### src/rtl/fifo_wr_arbiter.sv
// rtl/fifo_wr_arbiter.sv - round-robin burst arbiter for the shared FIFO write port
//
// Purpose:
//   Grants whole bursts of BURST_LEN words from one of two show-ahead byte
//   sources to the FIFO write port, alternating between sources. A burst is
//   granted only when the FIFO can take all of it, so bursts are never split.
//   Optional burst statistics are enabled with the macro ARB_STAT_EN.
//
// Ports:
//   sys_clk, sys_rst        write-side clock, asynchronous active-high reset
//   src0_req/src1_req       source holds at least BURST_LEN words
//   src0_data/src1_data     show-ahead source data
//   src0_rd/src1_rd         pop strobe, data consumed in the same cycle
//   fifo_usedw, fifo_full   FIFO write-side fill level and full flag
//   fifo_wr_req/_data       registered FIFO write strobe and data
//   grant                   one-hot owner of the active burst (00 when idle)
//   busy                    high while a burst or its trailing gap is active
//   stat_burst0/1           bursts granted per source (0 unless ARB_STAT_EN)

module fifo_wr_arbiter #(
  parameter int DATA_W    = 8,
  parameter int ADDR_W    = 9,
  parameter int DEPTH     = 512,
  parameter int BURST_LEN = 16
) (
  input  logic              sys_clk,
  input  logic              sys_rst,
  input  logic              src0_req,
  input  logic [DATA_W-1:0] src0_data,
  output logic              src0_rd,
  input  logic              src1_req,
  input  logic [DATA_W-1:0] src1_data,
  output logic              src1_rd,
  input  logic [ADDR_W-1:0] fifo_usedw,
  input  logic              fifo_full,
  output logic              fifo_wr_req,
  output logic [DATA_W-1:0] fifo_wr_data,
  output logic [1:0]        grant,
  output logic              busy,
  output logic [15:0]       stat_burst0,
  output logic [15:0]       stat_burst1
);

  localparam int CNT_W = $clog2(BURST_LEN + 1);
  // Two words of margin: one for the output register, one for usedw lag.
  localparam logic [ADDR_W:0]  SPACE_LIMIT = (ADDR_W+1)'(DEPTH - BURST_LEN - 2);
  localparam logic [CNT_W-1:0] LAST_BEAT   = CNT_W'(BURST_LEN - 1);

  typedef enum logic [1:0] {S_IDLE, S_BURST, S_GAP} state_t;

  state_t            r_state, w_state_nxt;
  logic [1:0]        r_grant, w_grant_nxt;
  logic              r_last,  w_last_nxt;   // 1: source 1 won the last grant
  logic [CNT_W-1:0]  r_beat,  w_beat_nxt;
  logic              r_wr_req;
  logic [DATA_W-1:0] r_wr_data;

  logic w_space_ok;
  logic w_pop;
  logic w_start0;
  logic w_start1;

  assign w_space_ok = !fifo_full && ({1'b0, fifo_usedw} <= SPACE_LIMIT);
  assign w_pop      = (r_state == S_BURST) && !fifo_full;

  always_comb begin
    w_state_nxt = r_state;
    w_grant_nxt = r_grant;
    w_last_nxt  = r_last;
    w_beat_nxt  = r_beat;
    w_start0    = 1'b0;
    w_start1    = 1'b0;
    case (r_state)
      S_IDLE: begin
        if (w_space_ok) begin
          // Source 0 wins when alone, or when both request and source 1 went last.
          if (src0_req && (!src1_req || r_last)) begin
            w_start0 = 1'b1;
          end else if (src1_req) begin
            w_start1 = 1'b1;
          end
        end
        if (w_start0 || w_start1) begin
          w_grant_nxt = {w_start1, w_start0};
          w_last_nxt  = w_start1;
          w_beat_nxt  = '0;
          w_state_nxt = S_BURST;
        end
      end
      S_BURST: begin
        if (w_pop) begin
          w_beat_nxt = r_beat + CNT_W'(1);
          if (r_beat == LAST_BEAT) begin
            w_state_nxt = S_GAP;
          end
        end
      end
      S_GAP: begin
        w_grant_nxt = 2'b00;
        w_state_nxt = S_IDLE;
      end
      default: begin
        w_grant_nxt = 2'b00;
        w_state_nxt = S_IDLE;
      end
    endcase
  end

  always_ff @(posedge sys_clk or posedge sys_rst) begin
    if (sys_rst) begin
      r_state   <= S_IDLE;
      r_grant   <= 2'b00;
      r_last    <= 1'b1;
      r_beat    <= '0;
      r_wr_req  <= 1'b0;
      r_wr_data <= '0;
    end else begin
      r_state  <= w_state_nxt;
      r_grant  <= w_grant_nxt;
      r_last   <= w_last_nxt;
      r_beat   <= w_beat_nxt;
      r_wr_req <= w_pop;
      if (w_pop) begin
        r_wr_data <= r_grant[1] ? src1_data : src0_data;
      end
    end
  end

  assign src0_rd      = w_pop & r_grant[0];
  assign src1_rd      = w_pop & r_grant[1];
  assign fifo_wr_req  = r_wr_req;
  assign fifo_wr_data = r_wr_data;
  assign grant        = r_grant;
  assign busy         = (r_state != S_IDLE);

`ifdef ARB_STAT_EN
  logic [15:0] r_stat0;
  logic [15:0] r_stat1;

  always_ff @(posedge sys_clk or posedge sys_rst) begin
    if (sys_rst) begin
      r_stat0 <= 16'h0000;
      r_stat1 <= 16'h0000;
    end else begin
      if (w_start0) r_stat0 <= r_stat0 + 16'd1;
      if (w_start1) r_stat1 <= r_stat1 + 16'd1;
    end
  end

  assign stat_burst0 = r_stat0;
  assign stat_burst1 = r_stat1;
`else
  assign stat_burst0 = 16'h0000;
  assign stat_burst1 = 16'h0000;
`endif

endmodule
### config.mk
export PLATFORM = sky130hd
export DESIGN_NAME = fifo_wr_arbiter
export DESIGN_NICKNAME = d
export VERILOG_FILES = /design/src/rtl/fifo_wr_arbiter.sv
export SDC_FILE = /design/constraint.sdc
export NUM_CORES = 1
export LEC_CHECK = 0
export CORE_MARGIN = 5
export CORE_UTILIZATION = 40
export CTS_CLUSTER_DIAMETER = 120
export DETAILED_ROUTE_END_ITERATION = 6
export MAX_ROUTING_LAYER = met4
export PLACE_DENSITY = 0.86
export SYNTH_ARGS = -nofsm -noshare
export SYNTH_HDL_FRONTEND = slang
export SYNTH_SLANG_ARGS = --single-unit
### constraint.sdc
create_clock -name sys_clk -period 3.2 [get_ports sys_clk]
set_input_delay 0.64 -clock sys_clk [delete_from_list [all_inputs] [get_ports sys_clk]]
set_output_delay 0.64 -clock sys_clk [all_outputs]
set_load 0.03 [all_outputs]
==> run_results.csv <==
group,metric,value,unit
critical_path,crit_path_end_kind,"primary output",
logic_synthesis,postSynthCellCount,131,
global_route,grt_pass1_wl,4.15,mm
logic_synthesis,syn-cell-area,1250,um^2
clock_tree,cts_tree,"yes",
logic_synthesis,yosys.area.top_type,"dfrtp_1",
critical_path,r2r_start,"r_state[1]$_DFFE_PP0P_",
clock_tree,cts_setup_buffers,0,
route,antenna_left,0,
logic_synthesis,synth_area_leaders,"dfrtp_1 36%, buf_4 19%, mux2i_1 7.2%",
sta,drv_slew,0,
clock_tree,clock-sinks,19,
critical_path,required,2560,ps
power_and_ir_drop,power_leakage,0.742,nW
route,viasPerCell,4.41,
critical_path,worst-path-max-fanout,7,
logic_synthesis,async_reset_ff_frac,1.00,
power_and_ir_drop,power.density,786,nW/um^2
logic_synthesis,syn_avg_cell_area,9.58,um^2
place,dp_hpwl,2.17,mm
global_route,grt_max_degree,21,
run,drv_cap,0,
logic_synthesis,ys.warnings.count,0,
global_route,grt-ovfl-total,0,
sta,tns,0,ps
die,core-area,3030,um^2
sta,fin_crit_sh,0.783,
clock_tree,clockBufferDepth,2,
clock_tree,cts-htree-levels,1,
sta,hold_viol,0,
sta,clock.fmax,399,MHz
logic_synthesis,ys_seq_elements,19,
sta,tightest_slew,705,ps
logic_synthesis,yosysTopAreaCellShare,0.359,
route,drt_first_pass_iters,4,
finish,diodes,0,
critical_path,crit_start,"fifo_full",
route,drt_wl_total,2.62,mm
hold_path,hold_path_end,"fifo_wr_data[4]$_DFFE_PP0P_",
finish,fillCellCount,280,
sta,maxSlewHeadroom,0.530,
die,start_util,0.414,
sta,setup_viol,0,
finish,syn2layout_area_growth,30.2,%
sta,fin_crit,2500,ps
logic_synthesis,synth-edff-count,0,
logic_synthesis,synth_cell_types,36,
critical_path,reg2reg_to,"r_beat[0]$_DFFE_PP0P_",
die,rows,20,
sta,fin_worst_skew,7.75,ps
place,port_buffers,43,
die,die_w,66.0,um
critical_path,reg2regPathDepth,3,
finish,final_nets,208,
critical_path,worstSetupStartpointType,"input port",
hold_path,min_from,"fifo_wr_data[4]$_DFFE_PP0P_",
global_route,grt_usage,0.126,
global_route,grt_pass1_vias,914,
outcome,status,"finished, final reports clean",
logic_synthesis,synth-seq-area-share,0.380,
hold_path,hold_class,"reg -> reg",
die,ioPinCount,76,
route,drc,0,
clock_tree,insertion_delay,300,ps
logic_synthesis,synth_ff_type,"dfrtp_1",
clock_tree,cts_root_buffer,"clkbuf_4",
global_route,antenna_found_initial,0,
finish,seq_area,477,um^2
critical_path,cp.arrival,1860,ps
route,routedWlPerCell,11.9,um
finish,final_layout_size_suffix_gt1_frac,0.0629,
clock_tree,cts.clk_slew.worst_paths,110,ps
route,drt_iter0_markers,29,
critical_path,crit_type,"in -> out",
clock_tree,cts-resized-gates,0,
clock_tree,ctsHoldBuffers,0,
power_and_ir_drop,ir_drop,218,uV
die,die_h,66.0,um
finish,multi_input_area,617,um^2
clock_tree,cts_buffers,3,
place,gp_congestion,0.759,
hold_path,whs_path_depth,2,
sta,rsz0062_at_grt,"false",
die,dieArea,4360,um^2
sta,holdWs,488,ps
route,num_vias,966,
critical_path,rrSetupSlack,1680,ps
[kinds of logic (layout without fill, tap and decap cells)]
logic type / count (synthesis) / count (layout) / synth area share
simple gates: 34 / 34 / 0.156
fa+ha+maj: 2 / 2 / 0.0199
buf+inv: 41 / 54 / 0.221
flops: 19 / 19 / 0.380
compound gates: 25 / 25 / 0.149
other cells: 1 / 32 / 0.00299
mux: 9 / 9 / 0.0718
[worst max-delay path, stage by stage]
cell and delay (ps):
clkdlybuf4s50_1 410, or3b_1 390, inv_2 130, and2_1 140, buf_4 150
[placed cells by master, fill, tap and decap left out]
master | netlist | final
clkdlybuf4s50_1 | 0 | 41
conb_1 | 1 | 32
dfrtp_1 | 18 | 18
nand2_1 | 11 | 11
mux2i_1 | 9 | 9
o21ai_0 | 8 | 8
nor2_1 | 5 | 5
inv_1 | 4 | 4
buf_4 | 32 | 4
a21oi_1 | 3 | 3
clkbuf_4 | 0 | 3
or3b_1 | 2 | 2
and4_1 | 2 | 2
a211oi_1 | 2 | 2
o21ai_1 | 2 | 2
or4b_1 | 2 | 2
o221ai_1 | 2 | 2
a221o_1 | 2 | 2
nand2b_1 | 2 | 2
o22ai_1 | 2 | 2
and2_1 | 2 | 2
ha_1 | 2 | 2
inv_2 | 1 | 1
a41o_1 | 1 | 1
or2_1 | 1 | 1
a2111oi_4 | 1 | 1
or3b_4 | 1 | 1
a2111o_1 | 1 | 1
and2b_1 | 1 | 1
nor2b_1 | 1 | 1
nor3b_1 | 1 | 1
and3_1 | 1 | 1
nand3_1 | 1 | 1
o21bai_1 | 1 | 1
nor3_1 | 1 | 1
clkbuf_1 | 0 | 1
dfstp_2 | 1 | 1
[registers in the layout (all words and copies together) (netlist names)]
signal,count
fifo_wr_data,8
r_last,1
fifo_wr_req,1
r_beat,5
grant,2
r_state,2
[per-stage QoR]
stage / util / std cells / area (um^2) / power, mW / setup WS, ps
2_1_floorplan: - / 162 / 1370 / 0.939 / 1140
3_3_place_gp: 0.531 / 215 / 1610 / 1.15 / 723
3_5_place_dp: 0.531 / 215 / 1610 / 1.18 / 693
4_1_cts: 0.540 / 219 / 1630 / 1.30 / 692
5_1_grt: 0.540 / 219 / 1630 / 1.38 / 627
6_report: 0.540 / 219 / 1630 / 1.28 / 696
[report_power, final]
part | internal, mW | total, mW | switching [mW]
clock network | 0.0486 | 0.120 | 0.0713
registers | 0.357 | 0.458 | 0.102
logic | 0.305 | 0.705 | 0.400
total | 0.711 | 1.28 | 0.573
[final cells by class]
class | count | area share
Tap cell | 44 | 0.0337
Inverter | 5 | 0.0115
Timing Repair Buffer | 45 | 0.270
Sequential cell | 19 | 0.292
Clock buffer | 4 | 0.0161
Multi-Input combinational cell | 102 | 0.377
[Yosys cell counts, drive strengths merged (2+ instances only)]
master	n
o22ai	2
nor2	5
nand2b	2
mux2i	9
o221ai	2
o21ai	10
nand2	11
a221o	2
or3b	3
inv	5
or4b	2
dfrtp	18
and4	2
buf	36
ha	2
a21oi	3
and2	2
a211oi	2
[routing by layer]
metal | track usage | vias to the layer above | wire length, um
met3 | 0.0340 | 4 | 231
met4 | 0.0381 | 0 | 25
met2 | 0.212 | 39 | 1310
met1 | 0.147 | 441 | 1050
li1 | - | 482 | -
met5 | - | - | 0
[worst max path at each step]
stage                         end  slack, ps  cells after the start
after global placement    src1_rd        720                      5
after detailed placement  src1_rd        690                      5
after floorplan           src0_rd       1140                      3
after global routing      src1_rd        630                      5
final                     src1_rd        700                      5
after CTS                 src1_rd        690                      5
(Power assumes the default switching activity.)
